--- config.mk ---
export PLATFORM = sky130hd
export DESIGN_NAME = aes_core_scheduler
export DESIGN_NICKNAME = d
export VERILOG_FILES = /design/src/rtl/aes_core_scheduler.sv
export SDC_FILE = /design/constraint.sdc
export NUM_CORES = 1
export LEC_CHECK = 0
export CAP_MARGIN = 20
export CELL_PAD_IN_SITES_DETAIL_PLACEMENT = 1
export CELL_PAD_IN_SITES_GLOBAL_PLACEMENT = 1
export CORE_AREA = 3 3 40 42
export DETAILED_ROUTE_END_ITERATION = 10
export DIE_AREA = 0 0 43 45
export PLACE_DENSITY_LB_ADDON = 0.1
export REMOVE_ABC_BUFFERS = 1
export SETUP_SLACK_MARGIN = 0.5
export SLEW_MARGIN = 20
export SYNTH_ARGS = -nofsm -noshare
export SYNTH_HDL_FRONTEND = slang
export SYNTH_SLANG_ARGS = --single-unit
--- constraint.sdc ---
create_clock -name clk -period 3.7 [get_ports clk]
set_clock_uncertainty 0.05 [all_clocks]
set_input_delay 0.925 -clock clk [delete_from_list [all_inputs] [get_ports clk]]
set_output_delay 0.925 -clock clk [all_outputs]
set_load 0.02 [all_outputs]
--- src/rtl/aes_core_scheduler.sv ---
// Purpose : arbitrates the shared AES round datapath between the encrypt and decrypt cores.
// Latency : a request seen in IDLE produces the core start pulse on the next cycle; back-to-back jobs are at least 5 cycles apart.
// Backpressure: requests are level-held and sampled only in IDLE; nothing is issued while key_ready is low.
//
// Ports:
//   clk, n_rst               clock and asynchronous active-low reset
//   key_ready                round keys valid; gates new issues only, never aborts a job
//   enc_req / dec_req        level requests from the two requesters
//   enc_busy / dec_busy      busy flags from the two cores; only the selected one is observed
//   enable_encrypt/_decrypt  one-cycle start pulses
//   enc_grant / dec_grant    datapath ownership, ISSUE through DONE inclusive
//   enc_done / dec_done      one-cycle completion pulses
//   sched_busy               high whenever the scheduler is not in IDLE
//   timeout_err              one-cycle abort pulse (0 unless SCHED_TIMEOUT_EN)
//
// Optional feature: define SCHED_TIMEOUT_EN to enable the wait-state watchdog.
// With it, the scheduler spends at most TIMEOUT_CYCLES cycles in WAIT_START+WAIT_DONE
// and timeout_err is raised in the first IDLE cycle after the abort.
// Without it, the wait states wait indefinitely.

module aes_core_scheduler #(
  parameter int unsigned TIMEOUT_CYCLES = 64
) (
  input  logic clk,
  input  logic n_rst,
  input  logic key_ready,
  input  logic enc_req,
  input  logic dec_req,
  input  logic enc_busy,
  input  logic dec_busy,
  output logic enable_encrypt,
  output logic enable_decrypt,
  output logic enc_grant,
  output logic dec_grant,
  output logic enc_done,
  output logic dec_done,
  output logic sched_busy,
  output logic timeout_err
);

  typedef enum logic [2:0] {
    IDLE       = 3'd0,
    ISSUE      = 3'd1,
    WAIT_START = 3'd2,
    WAIT_DONE  = 3'd3,
    DONE       = 3'd4
  } state_t;

  state_t state_q, state_d;
  logic   sel_q, sel_d;    // 0 = encrypt, 1 = decrypt
  logic   last_q, last_d;  // path granted most recently
  logic   sel_busy;
  logic   abort;
  logic   in_wait;

  // The non-selected core's busy is never looked at.
  assign sel_busy = sel_q ? dec_busy : enc_busy;
  assign in_wait  = (state_q == WAIT_START) || (state_q == WAIT_DONE);

`ifdef SCHED_TIMEOUT_EN
  localparam logic [7:0] TMO_LIMIT = 8'(TIMEOUT_CYCLES);

  logic [7:0] cnt_q, cnt_d;
  logic       tmo_q;

  // cnt_q holds the number of wait cycles already completed, so the abort
  // fires on the wait cycle that brings the count up to TIMEOUT_CYCLES.
  assign abort = in_wait && (cnt_q == (TMO_LIMIT - 8'd1));

  always_comb begin
    cnt_d = cnt_q;
    if (state_q == ISSUE) begin
      cnt_d = 8'd0;
    end else if (in_wait) begin
      cnt_d = cnt_q + 8'd1;
    end
  end

  always_ff @(posedge clk or negedge n_rst) begin
    if (!n_rst) begin
      cnt_q <= 8'd0;
      tmo_q <= 1'b0;
    end else begin
      cnt_q <= cnt_d;
      tmo_q <= abort;
    end
  end

  assign timeout_err = tmo_q;
`else
  assign abort       = 1'b0;
  assign timeout_err = 1'b0;
`endif

  always_ff @(posedge clk or negedge n_rst) begin
    if (!n_rst) begin
      state_q <= IDLE;
      sel_q   <= 1'b0;
      last_q  <= 1'b1;  // encrypt wins the first tie after reset
    end else begin
      state_q <= state_d;
      sel_q   <= sel_d;
      last_q  <= last_d;
    end
  end

  always_comb begin
    state_d = state_q;
    sel_d   = sel_q;
    last_d  = last_q;
    case (state_q)
      IDLE: begin
        if (key_ready && (enc_req || dec_req)) begin
          state_d = ISSUE;
          // Tie goes to the path opposite the previous grant.
          sel_d   = (enc_req && dec_req) ? ~last_q : dec_req;
        end
      end
      ISSUE: begin
        state_d = WAIT_START;
      end
      WAIT_START: begin
        if (abort) begin
          state_d = IDLE;
          last_d  = sel_q;
        end else if (sel_busy) begin
          state_d = WAIT_DONE;
        end
      end
      WAIT_DONE: begin
        if (abort) begin
          state_d = IDLE;
          last_d  = sel_q;
        end else if (!sel_busy) begin
          state_d = DONE;
        end
      end
      DONE: begin
        state_d = IDLE;
        last_d  = sel_q;
      end
      default: begin
        state_d = IDLE;
      end
    endcase
  end

  // Moore decodes of registered state only.
  assign enable_encrypt = (state_q == ISSUE) && !sel_q;
  assign enable_decrypt = (state_q == ISSUE) &&  sel_q;
  assign enc_grant      = (state_q != IDLE)  && !sel_q;
  assign dec_grant      = (state_q != IDLE)  &&  sel_q;
  assign enc_done       = (state_q == DONE)  && !sel_q;
  assign dec_done       = (state_q == DONE)  &&  sel_q;
  assign sched_busy     = (state_q != IDLE);

endmodule

# [Yosys cells after proc, flatten, opt, wreduce, memory -nomap -nowiden]
# Cells that the tools add are included.
[word_totals] out_inout_bits=8 regBits=5 wordCells=31 input_bits=7
[classes] reduce_logical=14 n_eq_ne=7 muxes=6 n_bitwise=1
[op_table] cell="3-bit one-hot mux with 4 select lines" n=1
[op_table] cell="3-bit two-way mux" n=3
[op_table] cell="1-bit logical AND" n=8
[op_table] cell="3-bit by 2-bit == test with 1-bit output, second input constant" n=2
[op_table] cell="2-bit != test, second input constant" n=3
[op_table] cell="3-bit by 1-bit == test with 1-bit output, second input constant" n=1
[op_table] cell="3-bit == test, second input constant" n=1
[op_table] cell="3-bit logical NOT" n=1
[op_table] cell="3-bit AND reduction" n=1
[op_table] cell="3-bit nonzero test" n=1
[op_table] cell="1-bit two-way mux" n=2
[op_table] cell="2-bit AND reduction" n=1
[op_table] cell="1-bit logical NOT" n=1
[op_table] cell="1-bit logical OR" n=1
[op_table] cell="1-bit NOT" n=1

# [Logic depth before layout (Yosys ltp)]
# Gate-level depths: netlist (run 1).
[logic_depth] depth_word=4 ltp_mapped=4 depth_no_buf=3

# [Worst setup path before layout (run 1)]
# OpenSTA, ideal clock, no wires.
[synth_timing] path_kind="flip-flop to output port" from="reg state_q[2]" to="out enable_encrypt" stages_incl_launch_ff=3 arrival_ns=1.277 path_slack_ns=1.448 n_path_buf=1 t_required_ns=2.725 cell_sequence="dfrtp_1 -> buf_2 -> nor4b_1"
[synth_via] elab_chain_cells=2
[synth_rtl] element="start: declaration" line="49" text="state_t state_q, state_d;"
[synth_rtl] element="start signal: assignment" line="101" text="state_q <= state_d;"
[synth_rtl] element="3-bit by 1-bit == test with 1-bit output" line="149" text="assign enable_encrypt = (state_q == ISSUE) && !sel_q;"
[synth_rtl] element="1-bit logical AND" line="149"
[synth_rtl] element="end: declaration" line="31" text="output logic enable_encrypt,"
# Every way passes these cells.

# [Worst setup path after layout (run 1)]
[layout_timing] from="reg state_q[2]" to="out dec_grant"
[layout_via] elab_chain_cells=2
[layout_rtl] element="3-bit nonzero test" line="152" text="assign dec_grant = (state_q != IDLE) && sel_q;"
[layout_rtl] element="1-bit logical AND" line="152"
[layout_rtl] element="end: declaration" line="34" text="output logic dec_grant,"
# Every way passes these cells.

==> flow_metrics.py, run 1 <==
metrics = {
    "grt": {
        "grt_pass1_wl_mm": 1.10,
        "gr-usage-all-layers_pct": 8.04,
        "antenna_found_initial": 0,
        "grt_pass1_vias": 252,
        "grt_max_degree": 10,
        "grt_overflow": 0,
    },
    "cells_and_area": {
        "fill_cells": 157,
        "drive_above_1_share_pct": 13.3,
        "fin_util_pct": 35.5,
        "final_net_count": 53,
        "final_cells": 60,
        "num_antenna_cells": 0,
        "area_delta_synth_final_pct": 55.3,
    },
    "die": {
        "die_h_microns": 45,
        "ios": 15,
        "core-area_sq_mm": 0.00128,
        "rows": 13,
        "dieArea_sq_mm": 0.00194,
        "start_util_pct": 22.9,
        "dieWidth_microns": 43,
    },
    "critical_path": {
        "critPathKind": "reg2out",
        "r2r_cells": 2,
        "crit_chain": "or3_1 -> and2_1 -> clkdlybuf4s50_1",
        "slowest_delay_ns": 0.53,
        "crit_path_top_delay_cell": "clkdlybuf4s50_1",
        "worstPathArrival_ns": 1.81,
        "cpLargestDelayFamily": "simple AND/OR/NAND/NOR gates",
        "worstSetupStartpointType": "register",
        "required_ns": 2.72,
        "cp-end-kind": "output port",
        "worstPathMaxFanout": 9,
        "worst-path-buf-inv": 1,
        "crit_cells": 3,
    },
    "clock_tree": {
        "cts_setup_buffers": 0,
        "worstSkewPairLatency_ns": 0.24,
        "clock-sinks": 5,
        "cts_max_path_buffers": 2,
        "cts_resized": 0,
        "htree_levels": 1,
        "path_clk_slew_ns": 0.04,
        "tritoncts": "built",
        "cts_buffers": 3,
        "cts_hold_buffers": 0,
        "cts-root-buf": "clkbuf_4",
    },
    "synth": {
        "synthSimpleGateAreaFrac_pct": 40.0,
        "synth.most_common_cell": "dfrtp_1",
        "ys_types": 22,
        "synth_top_family_by_area": "simple AND/OR/NAND/NOR gates",
        "mappedNetlistArea_sq_um": 294,
        "synth_cells": 30,
        "synth_compound_area_share_pct": 8.09,
        "synth_top_area_cell": "dfrtp_1",
        "synth_seq_cells": 5,
        "synth_fa_ha_area_share_pct": 0,
        "synth_area_leaders": "dfrtp_1 34%, dfstp_2 8.9%, nor4b_2 5.1%",
        "synth_ff_type": "dfrtp_1",
        "ys_warn_count": 0,
        "netlist_top_cells_count": "4 x dfrtp_1, 3 x nor2_1, 2 x a21oi_1, 2 x and3_1, 2 x nor2b_1",
        "muxShareOfSynthArea_pct": 3.40,
        "synth_edf_count": 0,
        "synth-xor-area-share_pct": 0,
        "synth.avg_cell_area_sq_um": 9.80,
        "async_reset_ff_share_pct": 100,
        "yosysSeqAreaShare_pct": 43.0,
        "synth_top_cell_area_share_pct": 34.0,
    },
    "place": {
        "dp_cells": 56,
        "io_buffers": 13,
        "globalplace.congestion": 0.638,
        "place_hpwl_microns": 543,
    },
    "hold_path": {
        "hold_depth": 1,
        "hold_class": "reg2reg",
    },
    "sta": {
        "fin_crit_sh_pct": 75.4,
        "tns_ns": 0,
        "setup-violations-final": 0,
        "final_hold_viol_count": 0,
        "max_freq_mhz": 359,
        "fin_hold_ws_ns": 0.462,
        "finalCriticalPeriod_ns": 2.79,
        "rsz0062_at_grt": "no",
        "slew_violations": 0,
    },
    "routing": {
        "m1WireLength_microns": 318,
        "wl_met3_microns": 54,
        "first_pass_iters": 2,
        "top_layer_used": "met4",
        "routed_via_density": 4.35,
        "drc_errors": 0,
        "drt-initial-drc-count": 2,
        "ant_nets": 0,
        "vias": 261,
        "routedWlPerCell_microns": 11.6,
        "wl_met2_microns": 307,
        "drt_wl_total_microns": 696,
    },
    "power_and_ir_drop": {
        "power.total_mw": 0.358,
        "leakage_nw": 0.192,
        "power_density_mw_per_mm2": 785,
        "max-vdd-ir-drop_mv": 0.218,
    },
    "run_status": {
        "outcome": "completed",
    },
    "run": {
        "max_cap_viol_count": 0,
    },
}
## power breakdown
group | internal (mW) | total [mW] | switching [mW]
sequential | 0.0838 | 0.125 | 0.0409
combinational | 0.0947 | 0.173 | 0.0778
clock | 0.0406 | 0.0612 | 0.0205
total | 0.219 | 0.358 | 0.139
## layout make-up
| class | count | area [sq um] | area share (%) |
|---|---|---|---|
| clock buffers | 4 | 26.3 | 5.75 |
| repair buffers | 13 | 130 | 28.5 |
| flip-flops and latches | 5 | 126 | 27.7 |
| well taps | 15 | 18.8 | 4.11 |
| multi-input cells | 23 | 155 | 34.0 |
## through the flow
| stage | area [sq um] | setup slack [ns] |
|---|---|---|
| finish | 457 | 0.911 |
| CTS | 457 | 0.896 |
| detailed placement | 430 | 1.15 |
| global route | 457 | 0.844 |
| floorplan | 282 | 1.49 |
| global placement | 430 | 1.18 |
## metal layers
layer | up-vias | track usage [%]
li1 | 136 | -
met1 | 112 | 11.0
met2 | 11 | 9.58
met3 | 2 | 2.79
met4 | 0 | 7.23
met5 | - | 0
## worst paths after layout
| path | from | to | slack, ns |
|---|---|---|---|
| worst max-delay path | state_q[2]$_DFFE_PN0P_ | dec_grant | 0.91 |
| worst min-delay path | last_q$_DFFE_PN1N_ | last_q$_DFFE_PN1N_ | 0.46 |
| worst max register to register | state_q[1]$_DFFE_PN0P_ | state_q[0]$_DFFE_PN0P_ | 2.42 |
| worst min register to register | last_q$_DFFE_PN1N_ | last_q$_DFFE_PN1N_ | 0.46 |
| max in group asynchronous | n_rst | last_q$_DFFE_PN1N_ | 2.51 |
| min in group asynchronous | n_rst | sel_q$_DFFE_PN0P_ | 0.85 |
## layout by cell type, fill, tap and decap left out, types with 2 or more instances in the layout
cell type	n
clkbuf_4	3
a21oi_1	2
dfrtp_1	4
and3_1	2
nor2_1	3
clkdlybuf4s50_1	13
nor2b_1	2
## worst reg2reg max path, stage by stage (launching register included)
cell and delay [ns]:
dfrtp_1 0.44, or4b_1 0.54, a21oi_1 0.16
## cells by family (layout without fill, tap and decap cells)
kind of cell | Yosys count | in the layout
buf+inv | 2 | 17
simple gates | 17 | 17
mux | 1 | 1
other cells | 1 | 1
compound gates | 4 | 4
flops | 5 | 5
## state kept, by name, indices dropped and copies added (netlist names)
register,cells
last_q,1
state_q,3
sel_q,1
No activity file was read; power rests on OpenSTA's default activity.
==> run 2: changes to the inputs <==
- clock period: 3.7 -> 2.3 ns (I/O delays scaled with it)
==> run 2 against run 1 <==
  * Global-route usage is 2.0 points higher
  * Worst setup slack worse by 0.59 ns
  * Count of clock-buffer cells in the layout stayed put
  * Die area stayed put
  * Core utilization is 6.1 points higher
  * Sequential cell count stayed put
  * Critical path type unchanged
  * Critical endpoint unchanged
==> flow_metrics.py, run 2 (synthesized netlist as in run 1, its figures left out) <==
metrics = {
    "run_status": {
        "outcome": "completed",
    },
    "routing": {
        "routed_via_density": 4.38,
        "drt-initial-drc-count": 2,
        "drt_wl_total_microns": 853,
        "wl_met3_microns": 67,
        "drc_errors": 0,
        "m1WireLength_microns": 338,
        "vias": 289,
        "first_pass_iters": 2,
        "ant_nets": 0,
        "top_layer_used": "met4",
        "routedWlPerCell_microns": 12.9,
        "wl_met2_microns": 431,
    },
    "critical_path": {
        "r2r_cells": 6,
        "worstPathMaxFanout": 4,
        "crit_chain": "or3_4 -> and2_4 -> buf_6",
        "cpLargestDelayFamily": "simple AND/OR/NAND/NOR gates",
        "critPathKind": "reg2out",
        "worst-path-buf-inv": 1,
        "reg2reg_from": "state_q[2]$_DFFE_PN0P_",
        "rrSetupSlack_ns": 0.79,
        "required_ns": 1.67,
        "crit_path_top_delay_cell": "dfrtp_2",
        "slowest_delay_ns": 0.42,
        "worstPathArrival_ns": 1.35,
        "worstSetupStartpointType": "register",
        "cp-end-kind": "output port",
        "r2r-end": "sel_q$_DFFE_PN0P_",
    },
    "hold_path": {
        "hp-start": "last_q$_DFFE_PN1N_",
        "hold_class": "reg2reg",
        "min_to": "last_q$_DFFE_PN1N_",
        "hold_depth": 1,
    },
    "die": {
        "die_h_microns": 45,
        "dieArea_sq_mm": 0.00194,
        "core-area_sq_mm": 0.00128,
        "ios": 15,
        "rows": 13,
        "dieWidth_microns": 43,
        "start_util_pct": 22.9,
    },
    "sta": {
        "finalCriticalPeriod_ns": 1.98,
        "max_freq_mhz": 506,
        "fin_hold_ws_ns": 0.467,
        "final_hold_viol_count": 0,
        "tns_ns": 0,
        "slew_violations": 0,
        "fin_crit_sh_pct": 86.0,
        "setup_ws_ns": 0.323,
        "rsz0062_at_grt": "yes",
        "setup-violations-final": 0,
    },
    "cells_and_area": {
        "final_net_count": 59,
        "final_cell_area_sq_um": 536,
        "area_delta_synth_final_pct": 82.1,
        "drive_above_1_share_pct": 52.9,
        "largest_reg_flops": 3,
        "top_regs": "state_q: 3 flops, last_q: 1 flops, sel_q: 1 flops",
        "regArea_sq_um": 130,
        "num_antenna_cells": 0,
        "layout_common_cells": "6 x clkdlybuf4s50_1, 5 x buf_6, 5 x buf_4",
        "final_cells": 66,
        "fill_cells": 151,
        "fin_util_pct": 41.7,
        "layout_commonest_cell": "clkdlybuf4s50_1",
        "top_register": "state_q",
        "multi_input_area_sq_um": 179,
    },
    "power_and_ir_drop": {
        "comb_power_share_pct": 56.6,
        "swShare_pct": 38.0,
        "power.total_mw": 0.702,
        "clkPwrFrac_pct": 14.2,
        "power_density_mw_per_mm2": 1310,
        "max-vdd-ir-drop_mv": 0.472,
        "power_frac_seq_pct": 29.2,
        "switchingPower_mw": 0.267,
        "leakage_nw": 0.242,
        "intPower_mw": 0.435,
    },
    "clock_tree": {
        "path_clk_slew_ns": 0.04,
        "clock-sinks": 5,
        "worstSkewPairLatency_ns": 0.24,
        "htree_levels": 1,
        "cts_max_path_buffers": 2,
        "cts-root-buf": "clkbuf_4",
        "cts_buffers": 3,
        "tritoncts": "built",
    },
    "grt": {
        "grt_overflow": 0,
        "antenna_found_initial": 0,
        "grt_pass1_vias": 313,
        "grt_pass1_wl_mm": 1.41,
        "gr-usage-all-layers_pct": 10.0,
        "grt_max_degree": 9,
    },
    "run": {
        "max_cap_viol_count": 0,
    },
    "place": {
        "io_buffers": 13,
        "placed_area_sq_um": 438,
        "pre_cts_slack_ns": 0.142,
        "globalplace.congestion": 0.684,
        "place_hpwl_microns": 586,
        "dp_cells": 57,
    },
}
## run 2: worst max path at each step
stage                                 startpoint  cells after the start             end
after floorplan           state_q[2]$_DFFE_PN0P_                      1  enable_encrypt
after global placement    state_q[1]$_DFFE_PN0P_                      3       dec_grant
after detailed placement  state_q[1]$_DFFE_PN0P_                      3       dec_grant
after CTS                 state_q[1]$_DFFE_PN0P_                      3       dec_grant
after global routing      state_q[1]$_DFFE_PN0P_                      3       dec_grant
final                     state_q[1]$_DFFE_PN0P_                      3       dec_grant
## run 2: power groups by stage
stage,registers (mW),logic [mW],clock network [mW]
after floorplan,0.182,0.168,0
after global placement,0.191,0.293,0
after global routing,0.215,0.434,0.112
after CTS,0.192,0.322,0.106
final,0.205,0.398,0.0998
after detailed placement,0.196,0.299,0
## run 2: repair_timing
item	CTS	global route
gates resized for setup	34	10
hold buffers	0	0
endpoints found under the setup margin	7	7
buffers inserted	4	1
pin swaps	1	2
## run 2: area by class of cell
class / count / share of cell area (%)
multi-input cells: 23 / 33.4
flip-flops and latches: 5 / 24.3
clock buffers: 4 / 4.91
repair buffers: 19 / 33.9
well taps: 15 / 3.50
## run 2: routing by layer
metal,GRT usage (%),vias up
li1,-,146
met1,11.4,130
met2,16.2,11
met3,2.79,2
met4,7.23,0
met5,0,-
## run 2: worst register-to-register path: stages (launching register included)
cell,delay [ns]
dfrtp_1,0.39
buf_6,0.13
buf_6,0.11
buf_4,0.13
nor4b_2,0.31
a21oi_1,0.11
a31oi_1,0.18
